[src/rtl/bp_pkg.sv]
// bp_pkg: shared FSM state, update-queue entry and default sizes for bp_update_ctrl.
// Queue entries carry a wide index field; users narrow it to their own S_INDEX.
package bp_pkg;
    localparam int S_INDEX_DEF = 3;
    localparam int Q_DEPTH_DEF = 4;
    localparam int IDX_MAX     = 16;
    typedef enum logic {INIT, RUN} state_t;
    typedef struct packed {
        logic [IDX_MAX-1:0] index;
        logic               taken;
    } upd_entry_t;
endpackage

[src/rtl/bp_update_ctrl_if.sv]
// bp_update_ctrl_if: resolved-branch update channel with valid/ready handshake.
interface bp_update_ctrl_if;
    logic        upd_valid;
    logic        upd_ready;
    logic [31:0] upd_pc;
    logic        upd_taken;
    modport master (output upd_valid, upd_pc, upd_taken, input upd_ready);
    modport slave  (input upd_valid, upd_pc, upd_taken, output upd_ready);
endinterface

[src/rtl/bp_upd_fifo.sv]
// bp_upd_fifo: update queue with registered storage and wrap-bit pointers.
module bp_upd_fifo import bp_pkg::*; #(
    parameter int DEPTH = Q_DEPTH_DEF
) (
    input  logic       clk,
    input  logic       reset,
    input  logic       clear,
    input  logic       push,
    input  logic       pop,
    input  upd_entry_t din,
    output upd_entry_t dout,
    output logic       full,
    output logic       empty
);
    localparam int PW = $clog2(DEPTH);
    upd_entry_t mem [DEPTH];
    logic [PW:0] wr_ptr, rd_ptr;
    always_ff @(posedge clk or negedge reset) begin
        if (!reset) begin
            wr_ptr <= '0;
            rd_ptr <= '0;
        end else if (clear) begin
            wr_ptr <= '0;
            rd_ptr <= '0;
        end else begin
            if (push && !full) wr_ptr <= wr_ptr + (PW+1)'(1);
            if (pop && !empty) rd_ptr <= rd_ptr + (PW+1)'(1);
        end
    end
    always_ff @(posedge clk) begin
        if (push && !full) mem[wr_ptr[PW-1:0]] <= din;
    end
    assign dout  = mem[rd_ptr[PW-1:0]];
    assign empty = wr_ptr == rd_ptr;
    assign full  = (wr_ptr[PW] != rd_ptr[PW]) && (wr_ptr[PW-1:0] == rd_ptr[PW-1:0]);
endmodule

[src/rtl/bp_update_ctrl.sv]
// bp_update_ctrl: sweeps the 2-bit counter array on init, serves lookups, drains queued updates.
// Optional BP_GSHARE_EN folds a global taken-history register into every index.
module bp_update_ctrl import bp_pkg::*; #(
    parameter int S_INDEX = S_INDEX_DEF,
    parameter int Q_DEPTH = Q_DEPTH_DEF
) (
    input  logic               clk,
    input  logic               reset,
    input  logic               flush,
    input  logic               lookup_valid,
    input  logic [31:0]        lookup_pc,
    output logic               pred_valid,
    output logic               pred_taken,
    bp_update_ctrl_if.slave    upd,
    output logic [S_INDEX-1:0] arr_index,
    output logic               arr_increment,
    output logic               arr_decrement,
    output logic               arr_reset,
    input  logic [1:0]         arr_out,
    output logic               busy
);
    state_t state, state_nx;
    logic [S_INDEX-1:0] sweep, sweep_nx, lk_idx, up_idx;
    logic full, empty, accept, drain;
    upd_entry_t head, entry;
`ifdef BP_GSHARE_EN
    logic [S_INDEX-1:0] ghr;
    always_ff @(posedge clk or negedge reset) begin
        if (!reset) ghr <= '0;
        else if (flush) ghr <= '0;
        else if (accept) ghr <= S_INDEX'({ghr, upd.upd_taken});
    end
    assign lk_idx = S_INDEX'(lookup_pc >> 2) ^ ghr;
    assign up_idx = S_INDEX'(upd.upd_pc >> 2) ^ ghr;
`else
    assign lk_idx = S_INDEX'(lookup_pc >> 2);
    assign up_idx = S_INDEX'(upd.upd_pc >> 2);
`endif
    assign entry = '{index: IDX_MAX'(up_idx), taken: upd.upd_taken};
    always_ff @(posedge clk or negedge reset) begin
        if (!reset) begin
            state <= INIT;
            sweep <= '0;
        end else begin
            state <= state_nx;
            sweep <= sweep_nx;
        end
    end
    always_comb begin
        state_nx = flush ? INIT : (state == INIT && sweep == '1) ? RUN : state;
        sweep_nx = (flush || state == RUN) ? '0 : sweep + S_INDEX'(1);
    end
    // Lookups own the index port; the queue drains only in otherwise idle RUN cycles.
    always_comb begin
        busy          = state == INIT;
        arr_reset     = state == INIT;
        pred_valid    = state == RUN && lookup_valid && !flush;
        pred_taken    = pred_valid && arr_out >= 2'd2;
        upd.upd_ready = state == RUN && !full && !flush;
        accept        = upd.upd_valid && upd.upd_ready;
        drain         = state == RUN && !flush && !lookup_valid && !empty;
        arr_increment = drain && head.taken;
        arr_decrement = drain && !head.taken;
        arr_index     = busy ? sweep : pred_valid ? lk_idx : drain ? S_INDEX'(head.index) : '0;
    end
    bp_upd_fifo #(.DEPTH(Q_DEPTH)) u_fifo (
        .clk   (clk),
        .reset (reset),
        .clear (flush),
        .push  (accept),
        .pop   (drain),
        .din   (entry),
        .dout  (head),
        .full  (full),
        .empty (empty)
    );
endmodule
[src/flat_wrapper.sv]
// flat-port wrapper written by rule: the top's interface ports become plain ports
module bp_update_ctrl_flat import bp_pkg::*;
#(
    parameter int S_INDEX = S_INDEX_DEF,
    parameter int Q_DEPTH = Q_DEPTH_DEF
)
  (clk, reset, flush, lookup_valid, lookup_pc, pred_valid, pred_taken, arr_index, arr_increment, arr_decrement, arr_reset, arr_out, busy, upd_upd_valid, upd_upd_pc, upd_upd_taken, upd_upd_ready);
  bp_update_ctrl_if upd_i ();
  input  logic clk;
  input  logic reset;
  input  logic flush;
  input  logic lookup_valid;
  input  logic [31:0] lookup_pc;
  output logic pred_valid;
  output logic pred_taken;
  output logic [S_INDEX-1:0] arr_index;
  output logic arr_increment;
  output logic arr_decrement;
  output logic arr_reset;
  input  logic [1:0] arr_out;
  output logic busy;
  input wire logic [$bits(upd_i.upd_valid)-1:0] upd_upd_valid;
  input wire logic [$bits(upd_i.upd_pc)-1:0] upd_upd_pc;
  input wire logic [$bits(upd_i.upd_taken)-1:0] upd_upd_taken;
  output wire logic [$bits(upd_i.upd_ready)-1:0] upd_upd_ready;
  assign upd_i.upd_valid = upd_upd_valid;
  assign upd_i.upd_pc = upd_upd_pc;
  assign upd_i.upd_taken = upd_upd_taken;
  assign upd_upd_ready = upd_i.upd_ready;
  bp_update_ctrl #(.S_INDEX(S_INDEX), .Q_DEPTH(Q_DEPTH)) u_core (.clk(clk), .reset(reset), .flush(flush), .lookup_valid(lookup_valid), .lookup_pc(lookup_pc), .pred_valid(pred_valid), .pred_taken(pred_taken), .upd(upd_i), .arr_index(arr_index), .arr_increment(arr_increment), .arr_decrement(arr_decrement), .arr_reset(arr_reset), .arr_out(arr_out), .busy(busy));
endmodule
[config.mk]
export PLATFORM = sky130hd
export DESIGN_NAME = bp_update_ctrl_flat
export DESIGN_NICKNAME = d
export VERILOG_FILES = /design/src/rtl/bp_pkg.sv /design/src/rtl/bp_update_ctrl_if.sv /design/src/rtl/bp_upd_fifo.sv /design/src/rtl/bp_update_ctrl.sv /design/src/flat_wrapper.sv
export SDC_FILE = /design/constraint.sdc
export NUM_CORES = 1
export LEC_CHECK = 0
export BUFFER_PORTS_ARGS = -buffer_cell sky130_fd_sc_hd__buf_2
export CAP_MARGIN = 5
export CELL_PAD_IN_SITES_DETAIL_PLACEMENT = 1
export CELL_PAD_IN_SITES_GLOBAL_PLACEMENT = 1
export CORE_MARGIN = 2
export CORE_UTILIZATION = 30
export DETAILED_ROUTE_END_ITERATION = 7
export GPL_TIMING_DRIVEN = 1
export PLACE_DENSITY = 0.68
export SKIP_CTS_REPAIR_TIMING = 1
export SLEW_MARGIN = 20
export SYNTH_ARGS = -nofsm -noshare
export SYNTH_HDL_FRONTEND = slang
export SYNTH_HIERARCHICAL = 1
export SYNTH_SLANG_ARGS = --single-unit
[constraint.sdc]
create_clock -name clk -period 3.2 [get_ports clk]
set_clock_uncertainty 0.1 [all_clocks]
set_input_delay 0.32 -clock clk [delete_from_list [all_inputs] [get_ports clk]]
set_output_delay 0.32 -clock clk [all_outputs]
set_load 0.01 [all_outputs]
Word-level counts from Yosys, hierarchy flattened
Memory sizes are Yosys's and may differ from the RTL's.
Cells that the tools add are included.

cells by class
  eq/ne operators = 4
  bitwise logic cells = 1
  $lt $le $gt $ge = 1
  reduce and logical (&&, ||, !) cells = 24
  multiplexer cells = 12
  add/sub/neg operators = 3

operators by type and width
  operator             count
  $mux 3               8
  $logic_and 1x1->1    15
  $add 3x1->3 const B  3
  $reduce_bool 2->1    3
  $logic_not 1->1      5
  $mux 1               4
  $eq 3x3->1           1
  $eq 3x3->1 const B   1
  $eq 2x2->1           1
  $ge 2x2->1 const B   1
  $logic_or 1x1->1     1
  $ne 1x1->1           1
  $not 1->1            1

storage, ports and cells
  word-level logic and storage cells = 50
  input bits = 72
  register bits = 10
  memories = 1
  output and inout port bits = 10
  memory bits (writable) = 16

memory list
  name               words  bits a word  rd ports  clocked after Yosys merged registers in  write ports  RTL line           text
  u_core.u_fifo.mem  4      4            1         0                                        1            bp_upd_fifo.sv:16  upd_entry_t mem [DEPTH];

Longest topological paths before layout
  depth in word-level cells = 9
  depth in mapped cells = 9
  gate-level depth less buffers = 8

Hierarchy
Netlist, hierarchy kept.

by module, submodules not included
  module          area each (um^2)  cells an instance  instances
  bp_upd_fifo     2999.1            150                1
  bp_update_ctrl  292.8             29                 1

Worst setup path after synthesis
Ideal clock, no wire load.

  path kind = register to register
  start point = reg u_core.u_fifo.wr_ptr[1]
  end point = mem u_core/u_fifo/mem[3][0] (netlist name) (enable)
  path buffers = 1
  path slack = 141 ps
  stages on the path, launching flop included = 9
  arrival time = 2558 ps
  library setup time = 401 ps
  clock period less this slack = 3059 ps
  cells stage by stage = dfrtp_1 > buf_4 > xnor2_1 > nand2_1 > nor2_1 > nor3b_1 > and2_1 > nand2_1 > a31oi_1

between the ends
  word-level cells in the longest chain between the ends = 9

RTL lines
  element                         RTL line              text
  start, declared                 bp_upd_fifo.sv:17     logic [PW:0] wr_ptr, rd_ptr;
  start signal, assigned          bp_upd_fifo.sv:26     if (push && !full) wr_ptr <= wr_ptr + (PW+1)'(1);
  $eq 2x2->1                      bp_upd_fifo.sv:35     assign full = (wr_ptr[PW] != rd_ptr[PW]) && (wr_ptr[PW-1:0] == rd_ptr[PW-1:0]);
  $logic_and 1x1->1               bp_upd_fifo.sv:35
  net u_core.full                 bp_update_ctrl.sv:24  logic full, empty, accept, drain;
  $logic_not 1->1                 bp_update_ctrl.sv:59  upd.upd_ready = state == RUN && !full && !flush;
  $logic_and 1x1->1 (2 in a row)  bp_update_ctrl.sv:59
  net upd_upd_ready               flat_wrapper.sv:25    output wire logic [$bits(upd_i.upd_ready)-1:0] upd_upd_ready;
  $logic_and 1x1->1               bp_update_ctrl.sv:60  accept = upd.upd_valid && upd.upd_ready;
  net u_core.accept               bp_update_ctrl.sv:24
  $logic_and 1x1->1               bp_upd_fifo.sv:31     if (push && !full) mem[wr_ptr[PW-1:0]] <= din;
  $mux 1                          bp_upd_fifo.sv:31
  $mux 1 (not written as such)    bp_upd_fifo.sv:31
  end, declared                   bp_upd_fifo.sv:16

The timed path passes the listed nets, and every way through them passes these cells.

Worst setup path after layout
  start point = reg u_core.u_fifo.rd_ptr[2]
  end point = out arr_index[0]

between the ends
  word-level cells in the longest chain between the ends = 6

RTL lines
  element                 RTL line              text
  start, declared         bp_upd_fifo.sv:17
  start signal, assigned  bp_upd_fifo.sv:27     if (pop && !empty) rd_ptr <= rd_ptr + (PW+1)'(1);
  $eq 3x3->1              bp_upd_fifo.sv:34     assign empty = wr_ptr == rd_ptr;
  net u_core.empty        bp_update_ctrl.sv:24
  $logic_not 1->1         bp_update_ctrl.sv:61  drain = state == RUN && !flush && !lookup_valid && !empty;
  $logic_and 1x1->1       bp_update_ctrl.sv:61
  net u_core.drain        bp_update_ctrl.sv:24
  $mux 3 (3 in a row)     bp_update_ctrl.sv:64  arr_index = busy ? sweep : pred_valid ? lk_idx : drain ? S_INDEX'(head.index) : '0;
  end, declared           flat_wrapper.sv:16    output logic [S_INDEX-1:0] arr_index;

The timed path passes the listed nets, and every way through them passes these cells.

==> results.toml <==
[timing]
fin_crit_sh_pct = 88.9
slew_viol_final = 0
tns_ns = 0
worst_slack_ns = 0.356
grt_setup_unrepaired = "false"
hold_viol = 0
fmax_mhz = 352
setup_violations = 0
tightestPinTransition_ns = 0.725
relSlewSlack_pct = 51.4
fin_crit_ns = 2.84

[cells_and_area]
n_fill_cell = 504
fin_cells = 188
layout-drive-gt1-share_pct = 26.1
fin_util_pct = 35.5
finalNetCount = 214
diodes = 0
multiInputGateArea_um2 = 626
ff_latch_area_um2 = 731
syn2layout_area_growth_pct = 16.2

[yosys]
synth.avg_cell_area_um2 = 12.7
synthesis.nets = 191
synth_cells = 112
netlist_area_mm2 = 0.00142
ys.warnings.count = 6

[worst_setup_path]
start_kind = "register"
cp_slowest_cell = "nor4b_4"
required_ns = 2.78
cp.buffers_inverters = 1
critical-path-top-delay-family = "simple AND/OR/NAND/NOR gates"
r2r_slack_ns = 0.58
reg2reg_from = "u_core/u_fifo/rd_ptr[2]"
path_cells = "xor2_1, nor2_1, nor4b_4, a221o_1, buf_2"
cp-end-kind = "output port"
path_max_fanout = 13
reg2reg_to = "u_core/u_fifo/rd_ptr[0]"
path_class = "reg -> out"
cp.arrival_ns = 2.42
max_stage_delay_ns = 0.65
reg2regPathDepth = 6

[detailed_routing]
wl_per_cell_um = 16.3
wirelength_mm = 3.07
drc = 0
drt_pass1_iterations = 4
avgViaCountPerCell = 5.30
drt_iter0_drc = 36
vias = 996
ant_nets = 0

[place]
gp_congestion = 0.809
io_buffers = 22
dp.cells = 183
post-place-ws_ns = 0.622
dp_hpwl_mm = 2.25

[clock_tree]
root_buffer = "clkbuf_8"
cts_inserted_buffers = 3
cts_tree = "done"
cts_sinks = 26
clk_latency_ns = 0.28
clock_path_buffers = 2
path_clk_slew_ns = 0.10
h-tree-depth = 1

[min_path]
hold_depth = 1
min_path_type = "in -> reg"
min_to = "u_core/u_fifo/mem[0][3]"
holdCritStartpoint = "upd_upd_pc[4]"

[global_route]
antenna_found_initial = 0
overflow = 0
grt_max_degree = 16
grt_pass1_wl_mm = 4.95
grt_util_all_layers_pct = 12.5
grt_pass1_vias = 995

[run_status]
status = "finished, final reports clean"

[power_and_ir_drop]
irDropWorstVdd_uv = 131
p_leak_nw = 0.681
powerDensity_mw_per_mm2 = 417

[die]
initial_core_util_pct = 30.5
coreArea_mm2 = 0.00466
die-area_mm2 = 0.00531
row_count = 25
die_h_um = 72.9
ios = 82
fp.dieW_um = 72.9

[run]
cap_violations = 0
## cell usage in the layout, fill, tap and decap left out, types with 4 or more instances in the layout
cell type	count
buf_2	22
edfxtp_1	16
dfrtp_1	10
ha_1	7
nor2b_1	5
nor3b_1	5
and2_1	5
nor2_1	5
inv_1	4
mux4_2	4
nand2_1	4
a31oi_1	4
## sequential cells by signal, summed over array words and instances, names as in the netlist
signal,count
u_core/u_fifo/wr_ptr,3
u_core/u_fifo/mem,16
u_core/sweep,3
u_core/u_fifo/rd_ptr,3
u_core/state,1
## layer usage
| layer | up-vias | GRT usage [%] | share of wire [%] |
|---|---|---|---|
| li1 | 466 | - | - |
| met1 | 504 | 14.5 | 43 |
| met2 | 21 | 23.0 | 52 |
| met3 | 5 | 1.66 | 3.4 |
| met4 | 0 | 4.94 | 1.8 |
| met5 | - | 0 | 0 |
## worst max-delay path by stage
stage	startpoint	end	slack (ns)	depth (start not counted)
final	u_core/u_fifo/rd_ptr[2]	arr_index[0]	0.36	5
after global routing	u_core/u_fifo/rd_ptr[2]	arr_index[0]	0.20	5
after CTS	u_core/u_fifo/rd_ptr[2]	arr_index[0]	0.37	5
after detailed placement	u_core/u_fifo/wr_ptr[1]	u_core/u_fifo/mem[2][3]	0.62	8
after global placement	u_core/u_fifo/wr_ptr[1]	u_core/u_fifo/mem[3][3]	0.69	7
after floorplan	u_core/u_fifo/wr_ptr[1]	u_core/u_fifo/mem[3][0]	0.84	8
## worst register-to-register path: stages, from the launching register on
cell and delay, ns:
dfrtp_1 0.45, xor2_1 0.51, nor2_1 0.16, nor4b_4 0.65
nor3b_1 0.42, o2bb2ai_1 0.17, a211o_1 0.11
## cell type report
class,instances,share of cell area [%]
repair buffers,26,8.63
inverters,4,0.908
clock buffers,3,2.50
flip-flops and latches,26,44.2
multi-input cells,74,37.9
well taps,54,4.09
clock inverters,1,1.82
## per-stage QoR
step	hold WS (ns)	instance area [um^2]	power, mW
3_3_place_gp	0.100	1570	0.418
3_5_place_dp	0.107	1570	0.421
2_1_floorplan	-0.0756	1420	0.396
6_report	0.156	1650	0.690
5_1_grt	0.154	1650	0.713
4_1_cts	-0.204	1640	0.695
## report_power, final
group | internal (mW) | switching, mW | total [mW]
Combinational | 0.0236 | 0.0265 | 0.0501
Clock | 0.167 | 0.109 | 0.276
Sequential | 0.360 | 0.00312 | 0.364
(Power assumes the default switching activity.)
